`src/rtl/fft_pkg.sv`:
```
// Shared constants for the FFT front end: default sample geometry and the
// deinterleaver state encoding.
package fft_pkg;

    localparam int FFT_WORDSIZE   = 16;
    localparam int FFT_NUMSAMPLES = 32;
    localparam int FFT_IDX_W      = $clog2(FFT_NUMSAMPLES);
    localparam int FFT_BEAT_W     = FFT_IDX_W - 2;

    typedef enum logic [2:0] {
        ST_IDLE  = 3'd0,
        ST_FILL  = 3'd1,
        ST_DRAIN = 3'd2,
        ST_DONE  = 3'd3,
        ST_ERR   = 3'd4
    } state_t;

endpackage

```
`src/rtl/bit_reverse.sv`:
```
// Combinational index reverser: bit i of the result is bit WIDTH-1-i of idx.
module bit_reverse #(
    parameter int WIDTH = 5
) (
    input  logic [WIDTH-1:0] idx,
    output logic [WIDTH-1:0] rev
);

    always_comb begin
        rev = '0;
        for (int i = 0; i < WIDTH; i++) begin
            rev[i] = idx[WIDTH-1-i];
        end
    end

endmodule

```
`src/rtl/sample_deinterleaver.sv`:
```
// Gathers four-sample beats (b, b+Q, b+2Q, b+3Q) into a frame buffer and
// streams the frame out one sample per cycle in natural or bit-reversed order.
module sample_deinterleaver
    import fft_pkg::*;
#(
    parameter int WORDSIZE   = FFT_WORDSIZE,
    parameter int NUMSAMPLES = FFT_NUMSAMPLES,
    parameter bit BITREV     = 1'b0
) (
    input  logic                          clk,
    input  logic                          rst_n,
    input  logic                          start,
    input  logic                          in_valid,
    input  logic [WORDSIZE-1:0]           in_word0,
    input  logic [WORDSIZE-1:0]           in_word1,
    input  logic [WORDSIZE-1:0]           in_word2,
    input  logic [WORDSIZE-1:0]           in_word3,
    input  logic                          in_error,
    input  logic                          out_ready,
    output logic                          out_valid,
    output logic [WORDSIZE-1:0]           out_data,
    output logic [$clog2(NUMSAMPLES)-1:0] out_index,
    output logic                          busy,
    output logic                          done,
    output logic                          error
);

    localparam int IDX_W  = $clog2(NUMSAMPLES);
    localparam int BEAT_W = IDX_W - 2;

    state_t              state, state_nxt;
    logic [BEAT_W-1:0]   beat, beat_nxt;
    logic [IDX_W-1:0]    k, k_nxt;
    logic [IDX_W-1:0]    k_rev;
    logic [IDX_W-1:0]    rd_addr;
    logic                wr_en;
    logic [WORDSIZE-1:0] mem [NUMSAMPLES];

    // Q is a power of two, so b + j*Q is just j prepended to b.
    always_ff @(posedge clk) begin
        if (wr_en) begin
            mem[{2'd0, beat}] <= in_word0;
            mem[{2'd1, beat}] <= in_word1;
            mem[{2'd2, beat}] <= in_word2;
            mem[{2'd3, beat}] <= in_word3;
        end
    end

    always_ff @(posedge clk or negedge rst_n) begin
        if (!rst_n) begin
            state <= ST_IDLE;
            beat  <= '0;
            k     <= '0;
        end else begin
            state <= state_nxt;
            beat  <= beat_nxt;
            k     <= k_nxt;
        end
    end

    always_comb begin
        state_nxt = state;
        beat_nxt  = beat;
        k_nxt     = k;
        wr_en     = 1'b0;
        case (state)
            ST_IDLE: begin
                if (start) begin
                    state_nxt = ST_FILL;
                    beat_nxt  = '0;
                    k_nxt     = '0;
                end
            end
            ST_FILL: begin
                // An error beat is dropped even if in_valid is also high.
                if (in_error) begin
                    state_nxt = ST_ERR;
                end else if (in_valid) begin
                    wr_en = 1'b1;
                    if (beat == BEAT_W'(NUMSAMPLES / 4 - 1)) begin
                        state_nxt = ST_DRAIN;
                    end else begin
                        beat_nxt = beat + 1'b1;
                    end
                end
            end
            ST_DRAIN: begin
                if (out_ready) begin
                    if (k == IDX_W'(NUMSAMPLES - 1)) begin
                        state_nxt = ST_DONE;
                    end else begin
                        k_nxt = k + 1'b1;
                    end
                end
            end
            ST_DONE, ST_ERR: begin
                if (!start) begin
                    state_nxt = ST_IDLE;
                end
            end
            default: state_nxt = ST_IDLE;
        endcase
    end

    bit_reverse #(
        .WIDTH(IDX_W)
    ) u_bit_reverse (
        .idx(k),
        .rev(k_rev)
    );

    assign rd_addr   = BITREV ? k_rev : k;
    assign out_valid = (state == ST_DRAIN);
    assign out_data  = out_valid ? mem[rd_addr] : '0;
    assign out_index = out_valid ? k : '0;
    assign busy      = (state == ST_FILL) || (state == ST_DRAIN);
    assign done      = (state == ST_DONE);
    assign error     = (state == ST_ERR);

endmodule

```
`config.mk`:
```
export PLATFORM = sky130hd
export DESIGN_NAME = sample_deinterleaver
export DESIGN_NICKNAME = d
export VERILOG_FILES = /design/src/rtl/fft_pkg.sv /design/src/rtl/bit_reverse.sv /design/src/rtl/sample_deinterleaver.sv
export SDC_FILE = /design/constraint.sdc
export NUM_CORES = 1
export LEC_CHECK = 0
export BUFFER_PORTS_ARGS = -buffer_cell sky130_fd_sc_hd__buf_4
export CORE_MARGIN = 2
export CORE_UTILIZATION = 50
export DETAILED_ROUTE_END_ITERATION = 6
export PLACE_DENSITY = 0.71
export SYNTH_ARGS = -nofsm -noshare
export SYNTH_HDL_FRONTEND = slang
export SYNTH_SLANG_ARGS = --single-unit
```
`constraint.sdc`:
```
create_clock -name clk -period 4.14 [get_ports clk]
set_clock_uncertainty 0.2 [all_clocks]
set_input_delay 0.828 -clock clk [delete_from_list [all_inputs] [get_ports clk]]
set_output_delay 0.828 -clock clk [all_outputs]
set_load 0.02 [all_outputs]
```
==> metrics <==
outcome finished, final reports clean; DPL Wire Length 26000 µm; via count slightly below 10000; drt first pass iters 7; gr busiest metal met2; GR Util All Layers about a fifth; Max Root-Sink Buffers 3; unrepaired setup endpoints after global routing false; max cap viols 0; WP data arrival ~3.0 ns; Layout area overhead 16.6%; sequential area share after synthesis between 70 and 80%; Layout fillers between 2000 and 3000; syn avg cell area roughly 21 µm²; clock slew at reported path FFs 0.06 ns; vias in the first global route slightly above 10000; Die W 206 µm; CTS tree yes; Crit-path slowest cell dfrtp_1; Max-slew headroom about two fifths; Setup CP Type reg -> out; Reg2Reg Launch Point k[1]; GRT overflow 0; PD cells roughly 470 nW/µm²; Static Leak ~7.5 nW; FP Rows 73; Max Clk Rate about 250 MHz; worst hold-check path type in -> reg; met3 GRT Util 3.90%; CP max stage delay 0.55 ns; setup slack, reg-to-reg 1.35 ns; CP Cell Sequence or3b_1, inv_2, nand2_2, nor3_1, o31a_1, buf_4; Num CTS Buffers 52; clock sinks between 500 and 600; number of port buffers between 90 and 100; TNS Setup 0 ns; FF-to-FF End k[3]; Crit. End Element primary output; switching power 2.27 mW; I/O pin cnt 95; gp weighted congestion about 0.76; crit path capture out_data[4]; initial antenna violation count 4; Syn Nets a little over 1000; drt wl/cell 26.5 µm; clk_lat worst skew around 0.57 ns; WHS Path Cells 1; Max VDD drop around 0.38 mV; largest net degree at the start of global routing 65; Post-Syn Instances 948; Clock power frac roughly 41%; R2R depth 8; Crit Path Max Fanout 17; die area around 42000 µm²; met2 global-route usage between 30% and 40%; met1 Use GR ~30%; Net Sw Frac 20.4%; Die Ht 206 µm; initial DRC count about 800; sequential share of power a little over half; Root Buffer clkbuf_16; fraction of layout instances using a drive strength above 1 between 30% and 40%; core area 39900 µm²; P_int between 8 and 9 mW; DR vias/cell 5.93; CP Launch Type flop; worst slew pin tran between 0.9 and 1 ns; YS warnings 0; Mapped Area between 20000 and 25000 µm²; Layout Nets 1164; Max Slew Vio Count 0; Worst EP required ~3.1 ns; initial core utilization between 50% and 60%; ANT nets after route 0; Final Critical Period 4.05 ns; Final period util roughly 100%; global-route wire length before repair around 65000 µm; Util after Layout roughly 59%; post-synth cell types 37; combinational power share under 10%; Hold Vio Cnt, Final 0; H-tree depth 2; final setup violation count 0; Seq cells post-synth 523; Critical path origin state[1]; DRC Markers 0; routed wire length 43800 µm
[kinds of logic (layout without fill, tap and decap cells)]
group | after synthesis | after routing | share of synthesized area [%]
buffers and inverters | 62 | 241 | 1.48
adder cells (fa/ha/maj) | 8 | 8 | 0.493
XOR/XNOR | 1 | 1 | 0.0431
AND/OR/NAND/NOR | 98 | 98 | 2.31
other | 0 | 1 | 0
multiplexers | 180 | 180 | 16.0
flip-flops | 523 | 523 | 77.0
AO/OA/AOI/OAI | 76 | 76 | 2.69
[timing repair]
action,CTS,global route
gates resized for setup,1,0
hold endpoints to repair,11,0
hold buffers,1,0
setup endpoints to repair,3,0
setup buffers,1,0
[worst max-delay path: cells and delay by family (launching register included)]
family	cells	cell delay, ns
AOI/OAI and AO/OA	1	0.19
buffers and inverters	2	0.31
DFF	1	0.55
and+or+nand+nor	3	1.39
[worst min-delay path by stage]
stage                     slack [ns]          end         start
after floorplan                 0.30      beat[0]       beat[0]
after global routing            0.27   mem[22][0]   in_word2[0]
after global placement          0.34      beat[0]       beat[0]
after CTS                       0.26  mem[17][14]  in_word2[14]
final                           0.28   mem[18][7]   in_word2[7]
after detailed placement        0.38     state[0]      state[2]
[stage by stage]
stage	std cells	instance area, µm²	setup WS, ns	total power [mW]	hold slack [ns]
finish	1653	23700	0.0923	11.1	0.282
global route	1652	23700	0.0224	11.4	0.269
CTS	1652	23700	0.116	11.2	0.261
floorplan	948	20300	0.664	6.36	0.303
detailed placement	1555	22000	0.590	6.62	0.377
global placement	1555	22000	0.613	6.60	0.336
[power by group through the flow]
stage	Sequential (mW)	Clock, mW	Combinational, mW
final	6.00	4.60	0.507
after global routing	6.01	4.88	0.551
after CTS	6.00	4.68	0.513
after detailed placement	6.11	0	0.511
after global placement	6.10	0	0.495
after floorplan	6.10	0	0.258
[cell usage in the layout, fill, tap and decap left out, types with 17 or more instances in the layout]
cell type / n
mux4_2: 112
nor2_1: 39
mux2i_1: 34
nor3_1: 19
buf_12: 17
clkbuf_16: 54
edfxtp_1: 512
buf_4: 120
mux2_2: 34
[sequential cells by signal, summed over array words and instances (netlist names)]
| register | cells |
|---|---|
| state | 3 |
| beat | 3 |
| mem | 512 |
| k | 5 |
[final cells by class]
cell class,instances,area [µm²],share of cell area (%)
antenna,1,2.50,0.0106
clock buffer,62,1380,5.83
clock inverter,33,299,1.26
inverter,7,26.3,0.111
multi-input combinational,363,4410,18.6
sequential,523,15700,66.1
tap,525,657,2.77
timing repair buffer,139,1260,5.33
[metal layers]
layer	vias up	wire [µm]
li1	4232	-
met1	5203	18700
met2	290	21800
met3	65	2540
met4	6	734
met5	-	32
[synthesized netlist by cell type (all sizes together)]
master / number / share of area (%)
nor4b: 2 / 0.086
nand3: 2 / 0.049
o31a: 16 / 0.69
clkbuf: 17 / 0.31
or3b: 1 / 0.043
nor2: 39 / 0.72
buf: 38 / 1.0
a221oi: 16 / 0.69
o22ai: 17 / 0.55
o21ai: 19 / 0.47
a31o: 1 / 0.043
nand2: 12 / 0.23
and2: 8 / 0.25
nor2b: 3 / 0.092
and3: 8 / 0.25
mux2i: 34 / 1.7
nor3: 19 / 0.47
xnor2: 1 / 0.043
mux4: 112 / 12
dfrtp: 11 / 1.4
ha: 8 / 0.49
a21oi: 1 / 0.025
and2b: 1 / 0.037
mux2: 34 / 1.9
o21a: 4 / 0.15
edfxtp: 512 / 76
inv: 7 / 0.13
nand2b: 3 / 0.092
a22oi: 1 / 0.037
o211ai: 1 / 0.037
Note: power is estimated with default switching activity, not from simulation.
